## config.mk

```make
export PLATFORM = sky130hd
export DESIGN_NAME = change_dispenser
export DESIGN_NICKNAME = d
export VERILOG_FILES = /design/src/rtl/change_dispenser_pkg.sv /design/src/rtl/change_dispenser_coin_select.sv /design/src/rtl/change_dispenser.sv
export SDC_FILE = /design/constraint.sdc
export NUM_CORES = 1
export LEC_CHECK = 0
export BUFFER_PORTS_ARGS = -buffer_cell sky130_fd_sc_hd__buf_2
export CORE_MARGIN = 3
export CORE_UTILIZATION = 30
export DETAILED_ROUTE_END_ITERATION = 10
export PLACE_DENSITY = 0.51
export SLEW_MARGIN = 20
export SYNTH_ARGS = -nofsm -noshare
export SYNTH_HDL_FRONTEND = slang
export SYNTH_SLANG_ARGS = --single-unit
```

## constraint.sdc

```tcl
create_clock -name clk -period 9.1 [get_ports clk]
set_input_delay 1.82 -clock clk [delete_from_list [all_inputs] [get_ports clk]]
set_output_delay 1.82 -clock clk [all_outputs]
set_load 0.03 [all_outputs]
```

## src/rtl/change_dispenser_pkg.sv

```systemverilog
// Shared definitions for the change dispenser: denomination count, coin values,
// default datapath width and FSM state encoding.
package change_dispenser_pkg;

    localparam int kNumCoins = 3;
    localparam int kAmtW     = 32;

    localparam logic [kAmtW-1:0] kCoin0Value = 32'd100;
    localparam logic [kAmtW-1:0] kCoin1Value = 32'd500;
    localparam logic [kAmtW-1:0] kCoin2Value = 32'd1000;

    typedef enum logic [1:0] {
        ST_IDLE     = 2'd0,
        ST_DISPENSE = 2'd1,
        ST_DONE     = 2'd2
    } state_e;

    // Unknown denominations report value 0 so the picker never selects them.
    function automatic logic [kAmtW-1:0] coin_value(input int idx);
        logic [kAmtW-1:0] v;
        case (idx)
            32'sd0:  v = kCoin0Value;
            32'sd1:  v = kCoin1Value;
            32'sd2:  v = kCoin2Value;
            default: v = 32'd0;
        endcase
        return v;
    endfunction

endpackage

```

## src/rtl/change_dispenser_coin_select.sv

```systemverilog
// Combinational greedy picker: highest denomination that fits the remainder
// and still has stock.
module coin_select
    import change_dispenser_pkg::*;
#(
    parameter int NUM_COINS = kNumCoins,
    parameter int AMT_W     = kAmtW,
    parameter int STOCK_W   = 8
) (
    input  logic [AMT_W-1:0]                    remainder,
    input  logic [NUM_COINS-1:0][STOCK_W-1:0]   stock,
    output logic                                found,
    output logic [NUM_COINS-1:0]                coin_onehot,
    output logic [AMT_W-1:0]                    coin_amount
);

    // Scan upward so the last eligible (highest) index wins.
    always_comb begin
        found       = 1'b0;
        coin_onehot = '0;
        coin_amount = '0;
        for (int i = 0; i < NUM_COINS; i++) begin
            if ((AMT_W'(coin_value(i)) != '0) &&
                (AMT_W'(coin_value(i)) <= remainder) &&
                (stock[i] != '0)) begin
                found          = 1'b1;
                coin_onehot    = '0;
                coin_onehot[i] = 1'b1;
                coin_amount    = AMT_W'(coin_value(i));
            end else begin
                found = found;
            end
        end
    end

endmodule

```

## src/rtl/change_dispenser.sv

```systemverilog
// Change dispenser: greedy coin return with per-denomination stock and refill.
// Define DISPENSE_GAP_EN to insert one idle settle cycle after every coin.
module change_dispenser
    import change_dispenser_pkg::*;
#(
    parameter int NUM_COINS  = kNumCoins,
    parameter int AMT_W      = kAmtW,
    parameter int STOCK_W    = 8,
    parameter int INIT_STOCK = 10
) (
    input  logic                  clk,
    input  logic                  reset_n,
    input  logic                  i_return_req,
    input  logic [AMT_W-1:0]      i_return_amount,
    input  logic [NUM_COINS-1:0]  i_refill,
    output logic [NUM_COINS-1:0]  o_return_coin,
    output logic                  o_busy,
    output logic                  o_done,
    output logic [AMT_W-1:0]      o_shortfall,
    output logic [NUM_COINS-1:0]  o_stock_empty
);

`ifdef DISPENSE_GAP_EN
    localparam logic kGapEn = 1'b1;
`else
    localparam logic kGapEn = 1'b0;
`endif

    localparam logic [STOCK_W-1:0] kInitStock = STOCK_W'(INIT_STOCK);
    localparam logic [STOCK_W-1:0] kStockOne  = {{(STOCK_W-1){1'b0}}, 1'b1};

    state_e                             state_r, state_s;
    logic [AMT_W-1:0]                   remainder_r, remainder_s;
    logic [NUM_COINS-1:0][STOCK_W-1:0]  stock_r, stock_s;
    logic                               gap_r, gap_s;
    logic [NUM_COINS-1:0]               coin_s, empty_s;
    logic                               busy_s, done_s;
    logic [AMT_W-1:0]                   shortfall_s;
    logic [AMT_W-1:0]                   sel_remainder_s, sel_amount_s;
    logic                               sel_found_s;
    logic [NUM_COINS-1:0]               sel_onehot_s;

    // In IDLE the first coin is chosen straight from the request amount.
    always_comb begin
        sel_remainder_s = remainder_r;
        if (state_r == ST_IDLE) begin
            sel_remainder_s = i_return_amount;
        end else begin
            sel_remainder_s = remainder_r;
        end
    end

    coin_select #(
        .NUM_COINS (NUM_COINS),
        .AMT_W     (AMT_W),
        .STOCK_W   (STOCK_W)
    ) u_coin_select (
        .remainder   (sel_remainder_s),
        .stock       (stock_r),
        .found       (sel_found_s),
        .coin_onehot (sel_onehot_s),
        .coin_amount (sel_amount_s)
    );

    // Next state and next registered outputs.
    always_comb begin
        state_s     = state_r;
        remainder_s = remainder_r;
        gap_s       = 1'b0;
        coin_s      = '0;
        busy_s      = 1'b0;
        done_s      = 1'b0;
        shortfall_s = o_shortfall;
        case (state_r)
            ST_IDLE: begin
                if (i_return_req) begin
                    shortfall_s = '0;
                    if (sel_found_s) begin
                        coin_s      = sel_onehot_s;
                        remainder_s = i_return_amount - sel_amount_s;
                        busy_s      = 1'b1;
                        gap_s       = kGapEn;
                        state_s     = ST_DISPENSE;
                    end else begin
                        remainder_s = i_return_amount;
                        done_s      = 1'b1;
                        shortfall_s = i_return_amount;
                        state_s     = ST_DONE;
                    end
                end else begin
                    state_s = ST_IDLE;
                end
            end
            ST_DISPENSE: begin
                if (!sel_found_s) begin
                    done_s      = 1'b1;
                    shortfall_s = remainder_r;
                    state_s     = ST_DONE;
                end else if (gap_r) begin
                    busy_s = 1'b1;
                end else begin
                    coin_s      = sel_onehot_s;
                    remainder_s = remainder_r - sel_amount_s;
                    busy_s      = 1'b1;
                    gap_s       = kGapEn;
                end
            end
            ST_DONE: begin
                state_s = ST_IDLE;
            end
            default: begin
                state_s = ST_IDLE;
            end
        endcase
    end

    // Stock update: refill and dispense of one denomination cancel; refill saturates.
    always_comb begin
        stock_s = stock_r;
        empty_s = '0;
        for (int i = 0; i < NUM_COINS; i++) begin
            if (i_refill[i] && !coin_s[i]) begin
                if (stock_r[i] != '1) begin
                    stock_s[i] = stock_r[i] + kStockOne;
                end else begin
                    stock_s[i] = stock_r[i];
                end
            end else if (!i_refill[i] && coin_s[i]) begin
                stock_s[i] = stock_r[i] - kStockOne;
            end else begin
                stock_s[i] = stock_r[i];
            end
            empty_s[i] = (stock_s[i] == '0);
        end
    end

    // State, stock and output registers.
    always_ff @(posedge clk) begin
        if (!reset_n) begin
            state_r       <= ST_IDLE;
            remainder_r   <= '0;
            stock_r       <= {NUM_COINS{kInitStock}};
            gap_r         <= 1'b0;
            o_return_coin <= '0;
            o_busy        <= 1'b0;
            o_done        <= 1'b0;
            o_shortfall   <= '0;
            o_stock_empty <= {NUM_COINS{(kInitStock == '0)}};
        end else begin
            state_r       <= state_s;
            remainder_r   <= remainder_s;
            stock_r       <= stock_s;
            gap_r         <= gap_s;
            o_return_coin <= coin_s;
            o_busy        <= busy_s;
            o_done        <= done_s;
            o_shortfall   <= shortfall_s;
            o_stock_empty <= empty_s;
        end
    end

endmodule

```

---- Word level (Yosys, flattened, before mapping) ----
Index checks and enable logic that the tools add are counted.
storage, ports and cells
  output and inout port bits .............. 40
  bits of input ports ..................... 38
  memory bits (writable) .................. 0
  memories ................................ 0
  memory bits (read-only) ................. 0
  flip-flop bits (word level) ............. 98
  bits in latches ......................... 0
cells by class
  multiplexer cells ....................... 40
  $mul .................................... 0
  equality and inequality tests ........... 7
  shift-type cells ........................ 0
  add/subtract/negate cells ............... 8
  bitwise operators ....................... 0
  order comparisons ....................... 3
  div/mod/pow operators ................... 0
  reduce and logical (&&, ||, !) cells .... 25
operators with widths
  kind                                                                               count
  32-bit 2-to-1 mux                                                                  9
  32-bit case mux with 2 select lines                                                2
  8-bit 2-to-1 mux                                                                   9
  32-bit subtractor                                                                  2
  10-bit by 32-bit less-or-equal comparator with 1-bit output, first input constant  1
  7-bit by 32-bit less-or-equal comparator with 1-bit output, first input constant   1
  9-bit by 32-bit less-or-equal comparator with 1-bit output, first input constant   1
  8-bit by 1-bit adder with 8-bit output, second input constant                      3
  8-bit zero test                                                                    3
  8-bit != test, second input constant                                               3
  8-bit nonzero test                                                                 3
  8-bit by 1-bit subtractor with 8-bit output, second input constant                 3
  3-bit 2-to-1 mux                                                                   4
  1-bit logical AND                                                                  9
  1-bit 2-to-1 mux                                                                   8
  7-bit 2-to-1 mux                                                                   1
  1-bit zero test                                                                    6
  2-bit 2-to-1 mux                                                                   3
  2-bit != test, second input constant                                               3
  3-bit case mux with 2 select lines                                                 1
  3-bit AND reduction                                                                2
  1-bit case mux with 2 select lines                                                 2
  2-bit case mux with 2 select lines                                                 1
  2-bit by 1-bit equality test with 1-bit output, second input constant              1
  2 further kinds                                                                    2

---- Depth between registers and ports, before layout ----
  word-level depth ........................ 14
  gate-level depth with buffers ........... 23
  mapped depth without buffers ............ 19

---- Cells and area by module ----
A second synthesis with hierarchy kept.
second synthesis, totals
  cell total of the unflattened synthesis .. 1,235
  area total of the unflattened synthesis .. 9,105.0 µm²
modules (own cells, without submodules)
  module            sequential area each (µm²)  area an instance (µm²)  times used  cells each
  change_dispenser  1,961.9                     8,657.1                 1           1,172
  coin_select       0.0                         447.9                   1           63

---- Worst setup path after synthesis ----
Ideal clock, no wire load.
  kind .................................... in2reg
  start point ............................. input port i_return_amount[20]
  end point ............................... register remainder_r[24]
  setup slack ............................. 2.353 ns
  data arrival time ....................... 6.627 ns
  library setup time ...................... 0.120 ns
  path buffers ............................ 4
  stages on the path ...................... 20
  cell sequence ........................... or4_1 > nor4_1 > and3_1 > o21ai_2 > o31ai_4 > nand2_1 > inv_2 > buf_2 > buf_1 > ha_1 > o21ai_0 > a21boi_0 > o21ai_0 > a21oi_1 > or4_1 > clkbuf_1 > or4_1 > clkbuf_1 > o311a_1 > o31a_1
between the ends
  cells in the longest elaborated chain, start to end .. 10
  elaborated cells between the ends (all ways) .. 21
RTL lines
  element                                                     RTL line                            text
  start, declared                                             change_dispenser.sv:14              input logic [AMT_W-1:0] i_return_amount,
  32-bit 2-to-1 mux                                           change_dispenser.sv:46              if (state_r == ST_IDLE) begin
  7-bit by 32-bit less-or-equal comparator with 1-bit output  change_dispenser_coin_select.sv:24  (AMT_W'(coin_value(i)) <= remainder) &&
  1-bit logical AND                                           change_dispenser_coin_select.sv:24
  7-bit 2-to-1 mux                                            change_dispenser_coin_select.sv:23  if ((AMT_W'(coin_value(i)) != '0) &&
  32-bit 2-to-1 mux (2 in series)                             change_dispenser_coin_select.sv:23
  32-bit subtractor                                           change_dispenser.sv:80              remainder_s = i_return_amount - sel_amount_s;
  32-bit 2-to-1 mux                                           change_dispenser.sv:78              if (sel_found_s) begin
  32-bit 2-to-1 mux                                           change_dispenser.sv:76              if (i_return_req) begin
  32-bit case mux with 2 select lines                         change_dispenser.sv:74              case (state_r)
  end signal, assigned                                        change_dispenser.sv:151             remainder_r <= remainder_s;
  end, declared                                               change_dispenser.sv:33              logic [AMT_W-1:0] remainder_r, remainder_s;
Parallel ways exist; a longest one is shown, timed or not. The select of a mux whose other input is x is not followed.
A chain may end at the register's enable or synchronous reset.

---- Worst setup path in the final report ----
Same ends and word-level chain as after synthesis.

==> impl_metrics.tcl <==
set metrics [dict create \
    outcome "finished, final reports clean" \
    die-area_mm2 0.0242 \
    cts_buffers 9 \
    clock_path_buffers 2 \
    yosysTopAreaCellShare_pct 29.2 \
    synth-edff-count 0 \
    min_period_ns 7.68 \
    rows 54 \
    tritoncts "built" \
    grt_pass1_wl_um 36900 \
    max-cap-violations 0 \
    placedCellCount 1220 \
    ctsResizeCount 0 \
    vias_per_cell 5.62 \
    worstSkewPairLatency_ns 0.36 \
    synthesis.nets 968 \
    arrival_ns 7.93 \
    drc 0 \
    grt_max_degree 52 \
    total_power_mw 1.13 \
    ys.flop_type "dfxtp_1" \
    reg2reg_depth 16 \
    holdBufCountCts 0 \
    crit_required_ns 9.35 \
    gp_congestion 0.863 \
    rsz0062_at_grt "no" \
    r2r-end "remainder_r[24]" \
    holdPathStages 2 \
    finalSetupTns_ns 0 \
    clk_pin_slew_ns 0.07 \
    start_util_pct 30.7 \
    fillCellCount 2421 \
    drtPass1Iterations 5 \
    die-height_um 156 \
    synth_seq_area_share_pct 29.2 \
    fin_nets 1018 \
    relSlewSlack_pct 37.3 \
    path_max_fanout 36 \
    worst_slew_pin_slew_ns 0.936 \
    synth_seq_cells 98 \
    worstReg2RegStart "state_r[0]" \
    seq_area_mm2 0.00196 \
    antenna_found_initial 0 \
    vias 6938 \
    wl_um 23000 \
    hold_end "remainder_r[0]" \
    min_from "remainder_r[0]" \
    synth_cell_types 82 \
    leakagePower_nw 3.14 \
    ir_drop_mv 0.0894 \
    drtIter0Drc 596 \
    cts_max_level 3 \
    drive_gt1_share_pct 13.4 \
    setup_viol_count_final 0 \
    postSynthCellCount 901 \
    diodes 0 \
    grt-ovfl-total 0 \
    port_buffers 77 \
    hold_path.class "flip-flop to flip-flop" \
    track_usage_pct 18.9 \
    rrSetupSlack_ns 2.68 \
    p_per_area_mw_per_mm2 148 \
    grt_pass1_vias 6501 \
    die_x_um 156 \
    yosysTopAreaCell "dfxtp_1" \
    critPathLaunchType "input port" \
    crit_path_cell_trace "buf_2 > or4_1 > nor4_1 > and3_1 > o21ai_2 > o31ai_4 > nand2_1 > inv_2 > ha_1 > o21ai_0 > a21boi_0 > o21ai_0 > a21oi_1 > or4_1 > or4_1 > o311a_1 > o31a_1" \
    netlist_area_mm2 0.00672 \
    dp_slack_ns 1.19 \
    crit_path_end_kind "flip-flop" \
    skew_ns 0.0120 \
    max_freq_mhz 130 \
    ys_warn_count 0 \
    drv_slew 0 \
    ioPinCount 78 \
    wl_per_cell_um 18.7 \
    hold_slack_ns 0.484 \
    core_mm2 0.0219 \
    post_cts_buffers 0 \
    syn_area_per_cell_um2 7.46 \
    async_reset_ff_share_pct 0 \
    finalCritPeriodShare_pct 84.4 \
    cts_root_buffer "clkbuf_16" \
    hold_violations 0 \
    final_antenna_net_count 0 \
    synth.most_common_cell "nand2_1" \
    synth_commonest_cells "nand2_1, dfxtp_1, nor2_1" \
    multiInputGateArea_mm2 0.00446 \
    clock_sinks 98 \
    netlist_top_cells_area "dfxtp_1, nand2_1, a21oi_1" \
    cpMostUsedCell "or4_1" \
    worst_slack_ns 1.42 \
    cpPeakStageDelay_ns 0.64 \
    critPathKind "input port to flip-flop" \
    area_growth_pct 13.3 \
    dp_hpwl_um 16400 \
    slowest_stage "or4_1" \
    fin_cells 1234 \
]
==> sequential cells by signal, indices dropped and copies added, names as in the netlist <==
name           flops
o_stock_empty      3
o_busy             1
o_shortfall       32
o_done             1
remainder_r       32
stock_r           24
o_return_coin      3
state_r            2
==> placed cells by master (no fill, tap or decap), types with 11 or more instances in the layout <==
cell type  instances
dfxtp_1           98
nor3_1            29
a21oi_1           82
and3_1            20
buf_4             11
nor2_1            84
nand3_1           23
xnor2_1           21
nand2_1          115
inv_1             28
and2_1            14
or4_1             13
xor2_1            13
nor4_1            21
o21ai_0           60
nand2b_1          11
buf_2             77
ha_1              27
==> where the power goes <==
| part | leakage [nW] | switching [mW] | internal [mW] |
|---|---|---|---|
| combinational | 2.22 | 0.168 | 0.0985 |
| clock | 0.121 | 0.175 | 0.191 |
| sequential | 0.803 | 0.0396 | 0.458 |
| total | 3.14 | 0.383 | 0.747 |
==> stage by stage <==
step | area (um2) | utilization (%)
finish | 7610 | 34.8
global route | 7610 | 34.8
detailed placement | 7350 | 33.6
global placement | 7350 | 33.6
CTS | 7610 | 34.8
floorplan | 6720 | -
==> logic make-up (layout without fill, tap and decap cells) <==
| logic type | count (synthesis) | count (layout) | synth area share, % |
|---|---|---|---|
| compound gates | 253 | 253 | 24.3 |
| buf+inv | 80 | 133 | 4.63 |
| fa+ha+maj | 29 | 29 | 5.62 |
| simple gates | 397 | 397 | 30.4 |
| flops | 98 | 98 | 29.2 |
| xor+xnor | 34 | 34 | 4.43 |
| mux | 10 | 10 | 1.53 |
==> area by class of cell <==
type,count,share of cell area (%)
clock inverters,2,0.197
inverters,31,1.53
clock buffers,12,3.24
multi-input cells,723,58.5
repair buffers,88,6.15
well taps,280,4.60
flip-flops and latches,98,25.8
==> per-layer routing <==
metal / part of all wire (%) / GRT usage (%)
met3: 3.8 / 2.69
met4: 2.5 / 6.21
met5: 0 / 0
met2: 46 / 31.0
met1: 48 / 25.8
==> worst max path at each step <==
stage,startpoint,end,slack [ns],cells past startpoint
finish,i_return_amount[20],remainder_r[24],1.42,17
global route,i_return_amount[20],remainder_r[24],1.01,17
CTS,i_return_amount[20],remainder_r[24],1.56,17
detailed placement,i_return_amount[20],remainder_r[24],1.19,17
global placement,i_return_amount[20],remainder_r[24],1.33,17
floorplan,i_return_amount[20],remainder_r[24],2.35,20
==> worst max-delay path: cells and delay by family <==
family	cells	cell delay, ns
simple gates	6	3.08
compound gates	8	1.92
buf+inv	2	0.71
fa+ha+maj	1	0.37
Power figures use the tool's default switching activity.
